`src/rtl/clock_pkg.sv`:
```
// Shared widths, BCD limits and BCD helper functions for the time-of-day counter.
package clock_pkg;

  localparam int DIGIT_W = 4;
  localparam int FIELD_W = 8;

  localparam logic [FIELD_W-1:0] SEC_MAX = 8'h59;
  localparam logic [FIELD_W-1:0] MIN_MAX = 8'h59;

  // Both nibbles are decimal digits and the packed value does not exceed max.
  // Packed BCD compares like the decimal number it encodes, so a plain
  // magnitude compare also enforces the tens limit (e.g. tens <= 5 for 59).
  function automatic logic bcd_valid(input logic [FIELD_W-1:0] v,
                                     input logic [FIELD_W-1:0] max);
    return (v[DIGIT_W-1:0] <= 4'd9) && (v[FIELD_W-1:DIGIT_W] <= 4'd9) && (v <= max);
  endfunction

  // Increment a packed BCD field, returning to 00 after max.
  function automatic logic [FIELD_W-1:0] bcd_inc(input logic [FIELD_W-1:0] v,
                                                 input logic [FIELD_W-1:0] max);
    logic [FIELD_W-1:0] r;
    if (v == max)
      r = '0;
    else if (v[DIGIT_W-1:0] == 4'd9)
      r = {v[FIELD_W-1:DIGIT_W] + 4'd1, 4'd0};
    else
      r = {v[FIELD_W-1:DIGIT_W], v[DIGIT_W-1:0] + 4'd1};
    return r;
  endfunction

  // Convert a small decimal integer (0..99) to packed BCD.
  function automatic logic [FIELD_W-1:0] to_bcd(input int n);
    logic [FIELD_W-1:0] r;
    r[FIELD_W-1:DIGIT_W] = DIGIT_W'(n / 10);
    r[DIGIT_W-1:0]       = DIGIT_W'(n % 10);
    return r;
  endfunction

endpackage

```
`src/rtl/bcd_mod_counter.sv`:
```
// One packed-BCD field counting 00..MAX; load has priority over increment.
module bcd_mod_counter
  import clock_pkg::*;
#(
  parameter logic [FIELD_W-1:0] MAX = 8'h59
) (
  input  logic               clk_100mhz,
  input  logic               rst_100mhz,
  input  logic               inc,
  input  logic               load,
  input  logic [FIELD_W-1:0] load_val,
  output logic [FIELD_W-1:0] value,
  output logic               wrap
);

  logic [FIELD_W-1:0] value_q, value_d;

  // Next value: load wins, otherwise step with wrap at MAX.
  always_comb begin
    value_d = value_q;
    if (load)
      value_d = load_val;
    else if (inc)
      value_d = bcd_inc(value_q, MAX);
  end

  // Field register.
  always_ff @(posedge clk_100mhz or posedge rst_100mhz) begin
    if (rst_100mhz)
      value_q <= '0;
    else
      value_q <= value_d;
  end

  assign value = value_q;
  // Combinational so the parent can chain carries within the same cycle.
  assign wrap  = inc && !load && (value_q == MAX);

endmodule

```
`src/rtl/time_of_day_counter.sv`:
```
// Wall-clock hh:mm:ss in packed BCD, advanced by 1 Hz tick rises, with
// full-time load and per-field adjust from the settings logic.
module time_of_day_counter
  import clock_pkg::*;
#(
  parameter int HOUR_MAX = 23
) (
  input  logic               clk_100mhz,
  input  logic               rst_100mhz,
  input  logic               tick_1hz,
  input  logic               run,
  input  logic               load,
  input  logic [FIELD_W-1:0] load_hh,
  input  logic [FIELD_W-1:0] load_mm,
  input  logic [FIELD_W-1:0] load_ss,
  input  logic               inc_hour,
  input  logic               inc_min,
  output logic [FIELD_W-1:0] hh,
  output logic [FIELD_W-1:0] mm,
  output logic [FIELD_W-1:0] ss,
  output logic               sec_pulse,
  output logic               min_carry,
  output logic               day_carry,
  output logic               load_err
);

  localparam logic [FIELD_W-1:0] HOUR_MAX_BCD = to_bcd(HOUR_MAX);

  logic tick_d_q;
  logic pending_q, pending_d;
  logic sec_pulse_q, sec_pulse_d;
  logic min_carry_q, min_carry_d;
  logic day_carry_q, day_carry_d;
  logic load_err_q, load_err_d;

  logic rise, load_ok, blocked, apply;
  logic adj_hour, adj_min;
  logic ss_inc, mm_inc, hh_inc;
  logic ss_wrap, mm_wrap, hh_wrap;

  // Every rise is parked in pending for one cycle, which gives the fixed
  // one-edge tick latency; a load/adjust cycle simply holds it there.
  always_comb begin
    rise     = tick_1hz & ~tick_d_q & run;
    load_ok  = load && bcd_valid(load_hh, HOUR_MAX_BCD)
                    && bcd_valid(load_mm, MIN_MAX)
                    && bcd_valid(load_ss, SEC_MAX);
    blocked  = load | inc_hour | inc_min;
    adj_hour = inc_hour & ~load;
    adj_min  = inc_min & ~load;
    apply    = pending_q & ~blocked;

    if (load_ok)
      pending_d = rise;
    else if (blocked)
      pending_d = pending_q | rise;
    else
      pending_d = rise;

    ss_inc = apply;
    mm_inc = adj_min | (apply & ss_wrap);
    hh_inc = adj_hour | (apply & ss_wrap & mm_wrap);

    sec_pulse_d = apply;
    min_carry_d = apply & ss_wrap;
    day_carry_d = apply & ss_wrap & mm_wrap & hh_wrap;
    load_err_d  = load & ~load_ok;
  end

  // Edge-detect flop, pending tick and registered pulse outputs.
  always_ff @(posedge clk_100mhz or posedge rst_100mhz) begin
    if (rst_100mhz) begin
      tick_d_q    <= 1'b0;
      pending_q   <= 1'b0;
      sec_pulse_q <= 1'b0;
      min_carry_q <= 1'b0;
      day_carry_q <= 1'b0;
      load_err_q  <= 1'b0;
    end else begin
      tick_d_q    <= tick_1hz;
      pending_q   <= pending_d;
      sec_pulse_q <= sec_pulse_d;
      min_carry_q <= min_carry_d;
      day_carry_q <= day_carry_d;
      load_err_q  <= load_err_d;
    end
  end

  bcd_mod_counter #(.MAX(SEC_MAX)) u_ss (
    .clk_100mhz (clk_100mhz),
    .rst_100mhz (rst_100mhz),
    .inc        (ss_inc),
    .load       (load_ok),
    .load_val   (load_ss),
    .value      (ss),
    .wrap       (ss_wrap)
  );

  bcd_mod_counter #(.MAX(MIN_MAX)) u_mm (
    .clk_100mhz (clk_100mhz),
    .rst_100mhz (rst_100mhz),
    .inc        (mm_inc),
    .load       (load_ok),
    .load_val   (load_mm),
    .value      (mm),
    .wrap       (mm_wrap)
  );

  bcd_mod_counter #(.MAX(HOUR_MAX_BCD)) u_hh (
    .clk_100mhz (clk_100mhz),
    .rst_100mhz (rst_100mhz),
    .inc        (hh_inc),
    .load       (load_ok),
    .load_val   (load_hh),
    .value      (hh),
    .wrap       (hh_wrap)
  );

  assign sec_pulse = sec_pulse_q;
  assign min_carry = min_carry_q;
  assign day_carry = day_carry_q;
  assign load_err  = load_err_q;

endmodule

```
`config.mk`:
```
export PLATFORM = sky130hd
export DESIGN_NAME = time_of_day_counter
export DESIGN_NICKNAME = d
export VERILOG_FILES = /design/src/rtl/clock_pkg.sv /design/src/rtl/bcd_mod_counter.sv /design/src/rtl/time_of_day_counter.sv
export SDC_FILE = /design/constraint.sdc
export NUM_CORES = 1
export LEC_CHECK = 0
export ABC_AREA = 0
export BUFFER_PORTS_ARGS = -buffer_cell sky130_fd_sc_hd__buf_2
export CAP_MARGIN = 5
export CORE_AREA = 8 8 69 71
export CTS_CLUSTER_SIZE = 25
export DETAILED_ROUTE_END_ITERATION = 10
export DIE_AREA = 0 0 77 79
export MAX_ROUTING_LAYER = met4
export PLACE_DENSITY = 0.82
export SYNTH_ARGS = -nofsm -noshare
export SYNTH_HDL_FRONTEND = slang
export SYNTH_SLANG_ARGS = --single-unit
```
`constraint.sdc`:
```
create_clock -name clk_100mhz -period 3.11 [get_ports clk_100mhz]
set_input_delay 0.1555 -clock clk_100mhz [delete_from_list [all_inputs] [get_ports clk_100mhz]]
set_output_delay 0.1555 -clock clk_100mhz [all_outputs]
set_load 0.005 [all_outputs]
```
==> impl_results.md, run 1 <==
* Quantity of I/O buffers inserted on ports at 58
* Peak fanout along the critical path at 11
* Die W at between 70 and 80 um
* Post-CTS Repair Setup Buffers at 0
* Sequential area share after synthesis at 38.86%
* WS Path Type: reg2reg
* Drt pass-1 iters at 4
* # clock sinks at 30
* Data arrival time of the worst path at 2.36 ns
* Die area at 6083 um2
* Number of nets with antenna violations after routing at 0
* Worst vdd rail ir drop at roughly 0.29 mV
* Average wire per standard cell at about 16 um
* Top-level port count at 59
* Share of the synthesized area in the top cell type at between 30% and 40%
* Clock tree root buffer cell: sky130_fd_sc_hd__clkbuf_8
* CORE AREA at about 3800 um2
* Final number of setup-violating endpoints at 0
* Hold wc startpoint: load_mm[4]
* Switching power share of the total at 36.16%
* Routed length on met1 at approximately 2100 um
* Worst setup skew after layout at 0.006834 ns
* Critical path capture point type: flop
* Slack of the worst reg-to-reg path at between 0.9 and 1 ns
* Synth Net Count at 250
* Sequential group share of total power at 43.7%
* Post-Synth Adder-Cell Area at 7.772%
* Cell row count at 23
* Number of buffers created by CTS at 5
* Largest cells by area after synthesis: sky130_fd_sc_hd__dfrtp_1, sky130_fd_sc_hd__ha_1, sky130_fd_sc_hd__o21ai_0, sky130_fd_sc_hd__nand2_1, sky130_fd_sc_hd__nor2_1
* Clock network fraction of design power at 22.8%
* Mapped cell area at 1932 um2
* Remaining DRCs at 0
* WL met2 at between 2000 and 3000 um
* Wire length of the first global-routing pass at 8569 um
* Synthesized area per cell at between 9 and 10 um2
* Synth Register Bits at 30
* Max-slew violation total from the final report at 0
* Slew of the pin with the lowest slew margin at ~1.2 ns
* Synthesized-area fraction occupied by xor and xnor cells at 0%
* Worst flop-to-flop path endpoint: u_hh.value[2]$_DFFE_PP0P_
* Maximum clock rate at 456.4 MHz
* Crit path time final at 2.191 ns
* Remaining Overflow, GRT at 0
* Clock edge transition at the registers on the reported setup and hold paths at 0.06 ns
* Highest metal layer used by the detailed router: met4
* Classification of the worst-slack hold path: in2reg
* Most area-hungry cell type in the Yosys netlist: sky130_fd_sc_hd__dfrtp_1
* Count of maximum capacitance violations at 0
* Hold EP: u_mm.value[4]$_DFFE_PP0P_
* Count of fill cells added during filler insertion at 348
* Vias in the first global route at 1843
* Critical Path Start: u_hh.value[4]$_DFFE_PP0P_
* Worst-case clock buffer depth at 2
* Number of design-rule violations left by the first detailed-router iteration at 117
* Combinational family with the most area after synthesis: simple AND/OR/NAND/NOR gates
* Count of cell types in the netlist at 49
* Synth Area in Compound Gates at 19.75%
* Warnings from Yosys at 0
* Initial Utilization at 50.86%
* Number of antenna violations at the first check in global routing at 0
* RSZ-0062 raised after global routing: no
* Post-route standard cell area excluding fillers at 2365 um2
* Number of nets in the layout at 312
* Number of antenna repair diodes at 0
* Via count at 1811
* Weighted congestion at the end of routability-driven global placement at 0.8925
* Layout-stage area growth over the synthesis result at 22.41%
* Metal3 WL at 332 um
* Clock latency on the worst-skew pair at 0.29 ns
* Fraction of layout cells with a size suffix above 1 at 30.74%
* Fraction of synthesized area in multiplexers at 4.469%
* Most common library cell in the layout ignoring fill and taps: sky130_fd_sc_hd__buf_2
* Number of cell instances on the worst register-to-register path at 7
* # resized after CTS at 0
* Endpoints failing hold at 0
* Worst EP required at 3.28 ns
* Post-Place Cell Area at about 2300 um2
* Vias per inst at ~5.7
* Leakage at 0.001122 uW
* Post-DP HPWL at roughly 3900 um
* Utilization after layout at 62.25%
* Hold path depth at 3
* R2r startpoint: u_hh.value[4]$_DFFE_PP0P_
* Largest net degree at the start of global routing at 17
* Setup TNS at 0 ns
* Outcome: complete, no violations
* Switching power summed over all nets at 518.1 uW
* CTS tree: yes
* Height of the chip at between 70 and 80 um
* GRT Total Usage at 17.90%
* Instance count of the mapped netlist at 207
* Top library cells by usage in the layout, fill and taps aside: sky130_fd_sc_hd__buf_2, sky130_fd_sc_hd__dfrtp_1, sky130_fd_sc_hd__nand2_1
* Internal power at about 910 uW
* P per Cell Area at 605.9 nW/um2
* Startpoint type of the worst setup path: flop
* Post-synthesis simple-gate area fraction at 23.77%
* Combinational group share of total power at roughly 33%
* Period utilisation layout at 70.45%
* Number of H-tree levels at 2
* Total Routed Length at 5133 um
* Relative slew slack at a little under a fifth
state kept, by name (all words and copies together), names as in the netlist:
signal	cells
u_hh.value	8
u_ss.value	8
pending_q	1
load_err	1
sec_pulse	1
tick_d_q	1
u_mm.value	8
day_carry	1
min_carry	1
layer usage:
metal,vias to the layer above,GRT usage [%]
met1,867,19.70
met2,59,29.57
li1,876,-
met4,0,9.434
met3,9,4.515
met5,-,-
power groups by stage:
stage	Combinational, uW	Sequential, uW	Clock (uW)
global route	554	646	355
global placement	455	624	0
floorplan	289	613	0
detailed placement	482	631	0
finish	479	627	327
CTS	486	624	335
worst max-delay path, stage by stage (launching register included):
cell and delay, ns:
sky130_fd_sc_hd__dfrtp_1 0.44, sky130_fd_sc_hd__inv_1 0.08, sky130_fd_sc_hd__ha_1 0.14, sky130_fd_sc_hd__nor4b_1 0.32
sky130_fd_sc_hd__nand2_1 0.12, sky130_fd_sc_hd__o21ai_0 0.46, sky130_fd_sc_hd__o2bb2ai_1 0.23, sky130_fd_sc_hd__a22o_1 0.28
per-stage QoR:
step           power, uW  setup WS [ns]  hold slack (ns)  instances
3_5_place_dp        1113         0.6780           0.2831        310
6_report            1433         0.9189          0.07394        320
4_1_cts             1445         0.9497          0.06953        320
2_1_floorplan      901.8          1.257           0.1869        207
3_3_place_gp        1079         0.6094           0.2591        310
5_1_grt             1555         0.7808          0.09236        320
cell type report:
type | count | area (um2) | area share [%]
multi-input combinational | 158 | 1077 | 45.56
sequential | 30 | 750.7 | 31.75
timing repair buffer | 62 | 325.3 | 13.76
clock buffer | 7 | 86.33 | 3.651
tap | 50 | 62.56 | 2.646
inverter | 12 | 57.56 | 2.434
clock inverter | 1 | 5.005 | 0.2116
synthesized netlist by cell type (all sizes together):
| master | n |
|---|---|
| o22ai | 7 |
| nand3 | 9 |
| o31ai | 3 |
| a21oi | 9 |
| and2 | 3 |
| inv | 11 |
| nor3b | 1 |
| a31oi | 3 |
| a22oi | 1 |
| a32oi | 1 |
| o311ai | 2 |
| nor2b | 2 |
| mux2i | 6 |
| or3b | 1 |
| nor4b | 1 |
| dfrtp | 30 |
| o32ai | 2 |
| nor2 | 18 |
| o2bb2ai | 3 |
| nand3b | 5 |
| nor3 | 10 |
| nand4 | 1 |
| clkbuf | 5 |
| nand2 | 19 |
| or4b | 1 |
| and3b | 5 |
| or2 | 2 |
| buf | 2 |
| and2b | 1 |
| o21ai | 16 |
| clkinv | 1 |
| and3 | 1 |
| o21bai | 1 |
| a22o | 3 |
| mux2 | 2 |
| o21a | 2 |
| or3 | 4 |
| a2bb2oi | 1 |
| ha | 12 |
how the worst max path moves through the flow:
stage | endpoint | slack (ns) | cells after the start
global route | u_hh.value[2]$_DFFE_PP0P_ | 0.78 | 6
CTS | u_hh.value[6]$_DFFE_PP0P_ | 0.95 | 7
detailed placement | u_hh.value[2]$_DFFE_PP0P_ | 0.68 | 6
floorplan | u_hh.value[4]$_DFFE_PP0P_ | 1.26 | 7
finish | u_hh.value[2]$_DFFE_PP0P_ | 0.92 | 7
global placement | u_hh.value[2]$_DFFE_PP0P_ | 0.61 | 6
cells by family (layout without fill, tap and decap cells):
logic type,after synthesis,in the layout
muxes,8,8
AOI/OAI and AO/OA,54,54
DFF,30,30
and+or+nand+nor,84,84
buffers and inverters,19,82
adders and majority gates,12,12
timing repair:
action | CTS | global route
endpoints found under the hold margin | 15 | 0
hold buffers | 2 | 0
setup endpoints to repair | 0 | 0
Power figures use the tool's default switching activity.
==> inputs of run 2 (changes only) <==
Settings changed: ABC_AREA 0 to 1, CORE_AREA 8 8 69 71 to 8 8 75 77, DIE_AREA 0 0 77 79 to 0 0 83 85, PLACE_DENSITY 0.82 to 0.75.
Clock period 3.11 ns to 1.9 ns, I/O delays scaled along.
==> impl_results.md, run 2 <==
* Outcome: complete, no violations
* P per Cell Area at between 800 and 900 nW/um2
* Weighted congestion at the end of routability-driven global placement at 0.8991
* Mapped cell area at 2047 um2
* Fraction of layout cells with a size suffix above 1 at approximately 25%
* Height of the chip at 85 um
* Post-Place Cell Area at approximately 2400 um2
* Data arrival time of the worst path at 1.85 ns
* Number of antenna violations at the first check in global routing at 0
* Initial Utilization at 45.13%
* Most common cell in the synthesized netlist: sky130_fd_sc_hd__nand2_1
* Relative slew slack at between 70% and 80%
* Synth Net Count at 321
* # clock sinks at 30
* Remaining Overflow, GRT at 0
* Most common library cell in the layout ignoring fill and taps: sky130_fd_sc_hd__nand2_1
* Peak fanout along the critical path at 9
* Number of enable flip-flop cells after synthesis at 0
* Startpoint type of the worst setup path: flop
* Hold EP: u_ss.value[0]$_DFFE_PP0P_
* Classification of the worst-slack hold path: in2reg
* Vias per inst at 5.075
* Top library cells by usage in the layout, fill and taps aside: sky130_fd_sc_hd__nand2_1, sky130_fd_sc_hd__buf_2, sky130_fd_sc_hd__nand3_1
* Number of H-tree levels at 2
* Warnings from Yosys at 0
* CP peak stage delay at between 0.4 and 0.5 ns
* Post-route standard cell area excluding fillers at approximately 2500 um2
* Worst EP required at ~2.1 ns
* Post-DP HPWL at a little over 4000 um
* Vias in the first global route at between 2000 and 2500
* Count of maximum capacitance violations at 0
* R2r startpoint: u_ss.value[1]$_DFFE_PP0P_
* Leakage at 0.001412 uW
* Largest cells by area after synthesis: sky130_fd_sc_hd__dfrtp_1, sky130_fd_sc_hd__nand2_1, sky130_fd_sc_hd__nand3_1, sky130_fd_sc_hd__ha_1, sky130_fd_sc_hd__inv_1
* Number of cell instances on the worst register-to-register path at 11
* Hold path depth at 3
* Worst-case clock buffer depth at 2
* Sequential area share after synthesis at 36.67%
* Count of cell types in the netlist at 26
* Quantity of I/O buffers inserted on ports at 58
* Wire length of the first global-routing pass at 9273 um
* Clock tree root buffer cell: sky130_fd_sc_hd__clkbuf_8
* Synthesized area per cell at 7.363 um2
* Synth Register Bits at 30
* Max-slew violation total from the final report at 0
* Most area-hungry cell type in the Yosys netlist: sky130_fd_sc_hd__dfrtp_1
* Number of nets with antenna violations after routing at 0
* Number of nets in the layout at 388
* Worst setup skew after layout at 0.007792 ns
* Cell row count at 25
* Hold wc startpoint: load_ss[0]
* Worst hold-check slack at 0.03333 ns
* Worst-path cell chain: inv_1, ha_1, nand2_1, nor2_2, nand3_1, nor2_4, nand2_2, nand3_4, nand2_2, nand2_1, nand2_1
* Number of buffers created by CTS at 5
* Post-synth ARST share at 100.0%
* Final number of setup-violating endpoints at 0
* Maximum clock rate at 599.4 MHz
* CORE AREA at between 4000 and 5000 um2
* Die W at 83 um
* CTS tree: yes
* Setup TNS at 0 ns
* Most numerous cell types in the synthesized netlist: sky130_fd_sc_hd__nand2_1, sky130_fd_sc_hd__nand3_1, sky130_fd_sc_hd__inv_1
* Top-level port count at between 50 and 60
* Cell with the biggest individual delay on the critical path: sky130_fd_sc_hd__dfrtp_1
* Synth Flop Type: sky130_fd_sc_hd__dfrtp_1
* Slew of the pin with the lowest slew margin at 0.3888 ns
* Critical path capture point type: flop
* Instance count of the mapped netlist at 278
* Cell repeated most along the worst path: sky130_fd_sc_hd__nand2_1
* Placed Cells at a little under 400
* Endpoints failing hold at 0
* GRT Total Usage at 16.07%
* Crit path time final at 1.668 ns
* Share of the synthesized area in the top cell type at 36.67%
* Drt pass-1 iters at 4
* Total Routed Length at roughly 5200 um
* Via count at just over 2000
* Number of antenna repair diodes at 0
* Average wire per standard cell at 13.08 um
* Slack of the worst reg-to-reg path at approximately 0.23 ns
* WS Path Type: reg2reg
* Count of fill cells added during filler insertion at 439
* Worst flop-to-flop path endpoint: u_hh.value[6]$_DFFE_PP0P_
* Clock edge transition at the registers on the reported setup and hold paths at 0.06 ns
* RSZ-0062 raised after global routing: no
* Die area at 7055 um2
* Count of non-filler cells in the finished layout at 398
* Layout-stage area growth over the synthesis result at 22.62%
* Utilization after layout at between 50% and 60%
* Largest net degree at the start of global routing at 31
* Remaining DRCs at 0
* Clock latency on the worst-skew pair at 0.28 ns
* Worst vdd rail ir drop at about 0.46 mV
* Period utilisation layout at between 80% and 90%
* Number of design-rule violations left by the first detailed-router iteration at 76
[run 2: cell count changes after synthesis, moves of 5 or more]
cell	change
sky130_fd_sc_hd__a21oi_1	-7
sky130_fd_sc_hd__inv_1	+20
sky130_fd_sc_hd__mux2i_1	-6
sky130_fd_sc_hd__nand2_1	+66
sky130_fd_sc_hd__nand3_1	+29
sky130_fd_sc_hd__nand3b_1	-5
sky130_fd_sc_hd__nand4_1	+9
sky130_fd_sc_hd__nor3_1	-9
sky130_fd_sc_hd__o21ai_0	-8
sky130_fd_sc_hd__o21ai_1	+6
sky130_fd_sc_hd__o22ai_1	-5
sky130_fd_sc_hd__xor2_1	+7
[run 2: cell type report]
class | count | area [um2] | share of cell area, %
clock buffers | 6 | 82.58 | 3.290
inverters | 32 | 120.1 | 4.786
multi-input cells | 211 | 1141 | 45.46
flip-flops and latches | 30 | 750.7 | 29.91
well taps | 54 | 67.56 | 2.692
repair buffers | 65 | 347.8 | 13.86
[run 2: worst max-delay path, delay by kind of cell, from the launching register on]
family	cells	cell delay, ns
buffers and inverters	1	0.07
AND/OR/NAND/NOR	9	0.94
flip-flops	1	0.41
adder cells (fa/ha/maj)	1	0.14
[run 2: routing by layer]
| layer | share of wire, % | track usage [%] | wire length, um | vias to the layer above |
|---|---|---|---|---|
| met1 | 45 | 19.17 | 2329 | 913 |
| met5 | 0 | - | 0 | - |
| met2 | 47 | 25.53 | 2446 | 73 |
| met3 | 6.4 | 3.544 | 335 | 8 |
| met4 | 1.8 | 6.869 | 96 | 0 |
| li1 | - | - | - | 1026 |
[run 2: per-stage QoR]
step / power [uW] / worst slack [ns]
6_report: 2208 / 0.2318
3_5_place_dp: 1715 / 0.2202
3_3_place_gp: 1692 / 0.2856
4_1_cts: 2242 / 0.2154
2_1_floorplan: 1404 / 0.3808
5_1_grt: 2409 / 0.05021
[run 2: logic make-up (layout without fill, tap and decap cells)]
kind of cell	Yosys count	after routing	synth area share (%)
xor+xnor	10	10	4.279
flops	30	30	36.67
fa+ha+maj	12	12	7.335
simple gates	168	168	37.71
buf+inv	37	103	7.701
compound gates	21	21	6.296
[run 2: report_power, final]
part	internal (uW)	total, uW	switching (uW)	leakage, uW
Sequential	776	960	184	0.000391
Clock	279	514	235	0.0000431
Combinational	352	735	383	0.000979
[run 2: what timing repair did]
action                     CTS  global route
setup buffers                0             0
setup endpoints to repair    0             2
hold buffers                 2             0
gates resized for setup      0             1
hold endpoints to repair    31             0
[run 2: worst max path at each step]
stage | start | end | slack [ns]
floorplan | u_ss.value[1]$_DFFE_PP0P_ | u_hh.value[4]$_DFFE_PP0P_ | 0.38
detailed placement | u_ss.value[1]$_DFFE_PP0P_ | u_hh.value[7]$_DFFE_PP0P_ | 0.22
finish | u_ss.value[1]$_DFFE_PP0P_ | u_hh.value[6]$_DFFE_PP0P_ | 0.23
CTS | u_ss.value[0]$_DFFE_PP0P_ | u_mm.value[5]$_DFFE_PP0P_ | 0.22
global route | u_ss.value[0]$_DFFE_PP0P_ | u_mm.value[5]$_DFFE_PP0P_ | 0.05
global placement | u_ss.value[0]$_DFFE_PP0P_ | u_mm.value[5]$_DFFE_PP0P_ | 0.29
==> inputs of run 3 (changes only) <==
Settings changed: BUFFER_PORTS_ARGS -buffer_cell sky130_fd_sc_hd__buf_2 to unset, CORE_AREA 8 8 75 77 to 8 8 71 73, DIE_AREA 0 0 83 85 to 0 0 79 81, DONT_BUFFER_PORTS set to 1, HOLD_SLACK_MARGIN set to 0.15, PLACE_DENSITY 0.75 to 0.7.
==> impl_results.md, run 3 (synthesized netlist as in run 2, its figures left out) <==
* Final number of setup-violating endpoints at 0
* Top library cells by usage in the layout, fill and taps aside: sky130_fd_sc_hd__nand2_1, sky130_fd_sc_hd__nand3_1, sky130_fd_sc_hd__inv_1
* Wire length of the first global-routing pass at a little over 9000 um
* Total Power at 2192 uW
* Layout-stage area growth over the synthesis result at 22.49%
* Peak fanout along the critical path at 5
* Quantity of I/O buffers inserted on ports at 0
* Vias per inst at 5.308
* Count of maximum capacitance violations at 0
* Remaining Overflow, GRT at 0
* Post-Place Cell Area at 2140 um2
* Relative slew slack at 73.98%
* Register area at 752.0 um2
* Initial Utilization at 52.30%
* Multi-input gate area in the final layout at roughly 1100 um2
* CORE AREA at 3914 um2
* Startpoint type of the worst setup path: flop
* Fraction of layout cells with a size suffix above 1 at 11.04%
* Die area at between 6000 and 7000 um2
* Remaining DRCs at 0
* Most common library cell in the layout ignoring fill and taps: sky130_fd_sc_hd__nand2_1
* Post-DP HPWL at 3934 um
* Hold EP: u_hh.value[2]$_DFFE_PP0P_
* Worst-path cell chain: inv_1, ha_1, nand2_1, nor2_2, nand3_1, nor2_4, dlygate4sd3_1
* Die W at 79 um
* Worst vdd rail ir drop at 0.5765 mV
* Top-level port count at 59
* Hold path depth at 3
* R2r startpoint: u_ss.value[1]$_DFFE_PP0P_
* Critical path capture point type: flop
* Leakage at 0.001288 uW
* WS Path Type: reg2reg
* Average wire per standard cell at 14.70 um
* Classification of the worst-slack hold path: in2reg
* Maximum clock rate at 581.9 MHz
* Number of antenna violations at the first check in global routing at 0
* Number of nets with antenna violations after routing at 0
* Cell with the biggest individual delay on the critical path: sky130_fd_sc_hd__dlygate4sd3_1
* P per Cell Area at ~870 nW/um2
* Max-slew violation total from the final report at 0
* Combined buffer and inverter count along the critical path at 2
* Endpoints failing hold at 0
* Number of H-tree levels at 2
* Hold wc startpoint: inc_hour
* Worst flop-to-flop path endpoint: min_carry$_DFF_PP0_
* RSZ-0062 raised after global routing: no
* Height of the chip at 81 um
* Clock edge transition at the registers on the reported setup and hold paths at approximately 0.060 ns
* Via count at 1948
* Top cell family by delay on the critical path: buffers and inverters
* Weighted congestion at the end of routability-driven global placement at ~0.83
* Number of design-rule violations left by the first detailed-router iteration at 100
* Largest net degree at the start of global routing at 31
* Period utilisation layout at roughly nine tenths
* Count of non-filler cells in the finished layout at around 370
* Clock tree root buffer cell: sky130_fd_sc_hd__clkbuf_8
* Setup TNS at 0 ns
* Outcome: complete, no violations
* Total Routed Length at 5394 um
* GRT Total Usage at 18.64%
* Worst-case clock buffer depth at 2
* Crit path time final at 1.718 ns
* Slack of the worst reg-to-reg path at roughly 0.18 ns
* Post-route standard cell area excluding fillers at ~2500 um2
* Placed Cells at 332
* Number of cell instances on the worst register-to-register path at 7
* Number of buffers created by CTS at 5
* Worst setup skew after layout at about 0.0082 ns
* Worst EP required at 2.12 ns
* Slew of the pin with the lowest slew margin at 0.3899 ns
* # clock sinks at 30
* Cell row count at 23
* CTS tree: yes
* Count of fill cells added during filler insertion at 386
* CP peak stage delay at about 0.56 ns
* Data arrival time of the worst path at 1.94 ns
* Number of nets in the layout at 359
* Drt pass-1 iters at 4
* Clock latency on the worst-skew pair at between 0.2 and 0.3 ns
* Number of antenna repair diodes at 0
* Vias in the first global route at around 1900
run 3: worst max path at each step:
stage / from / to / slack, ns / depth (start not counted)
after floorplan: u_ss.value[1]$_DFFE_PP0P_ / u_hh.value[4]$_DFFE_PP0P_ / 0.38 / 11
after global placement: u_hh.value[5]$_DFFE_PP0P_ / u_hh.value[5]$_DFFE_PP0P_ / 0.22 / 8
after detailed placement: u_ss.value[1]$_DFFE_PP0P_ / u_hh.value[6]$_DFFE_PP0P_ / 0.20 / 11
after CTS: u_ss.value[1]$_DFFE_PP0P_ / min_carry$_DFF_PP0_ / 0.17 / 7
after global routing: u_ss.value[1]$_DFFE_PP0P_ / u_hh.value[7]$_DFFE_PP0P_ / 0.02 / 11
final: u_ss.value[1]$_DFFE_PP0P_ / min_carry$_DFF_PP0_ / 0.18 / 7
run 3: power breakdown:
part           total [uW]  switching [uW]  internal [uW]
Clock                 540             248            292
Combinational         692             372            320
Sequential            960             183            777
run 3: through the flow:
stage | hold WS [ns] | utilization [%] | setup slack [ns]
CTS | 0.1504 | 63.91 | 0.1686
global placement | 0.09088 | 54.67 | 0.2208
floorplan | 0.1264 | - | 0.3808
global route | 0.1767 | 64.07 | 0.01774
detailed placement | 0.09034 | 54.67 | 0.2040
finish | 0.1552 | 64.07 | 0.1816
run 3: metal layers:
metal	vias to the layer above	track usage [%]	part of all wire (%)
met2	53	31.14	51
met5	-	-	0
met1	914	20.20	40
met3	8	6.954	8.0
li1	973	-	-
met4	0	5.741	1.6
run 3: worst register-to-register path: stages, from the launching register on:
cell and delay (ns):
sky130_fd_sc_hd__dfrtp_2 0.44, sky130_fd_sc_hd__inv_1 0.07, sky130_fd_sc_hd__ha_1 0.13, sky130_fd_sc_hd__nand2_1 0.06, sky130_fd_sc_hd__nor2_2 0.14, sky130_fd_sc_hd__nand3_1 0.13, sky130_fd_sc_hd__nor2_4 0.13, sky130_fd_sc_hd__dlygate4sd3_1 0.56
run 3: timing repair:
item	4_1_cts	5_1_grt
setup buffers	0	0
gates resized for setup	0	2
endpoints found under the hold margin	55	0
hold buffers	27	0
setup endpoints to repair	0	4
run 3: area by class of cell:
cell class	instances	area share (%)
inverters	32	4.790
clock inverters	1	0.1996
repair buffers	36	13.47
well taps	50	2.495
flip-flops and latches	30	29.99
clock buffers	7	3.443
multi-input cells	211	45.61
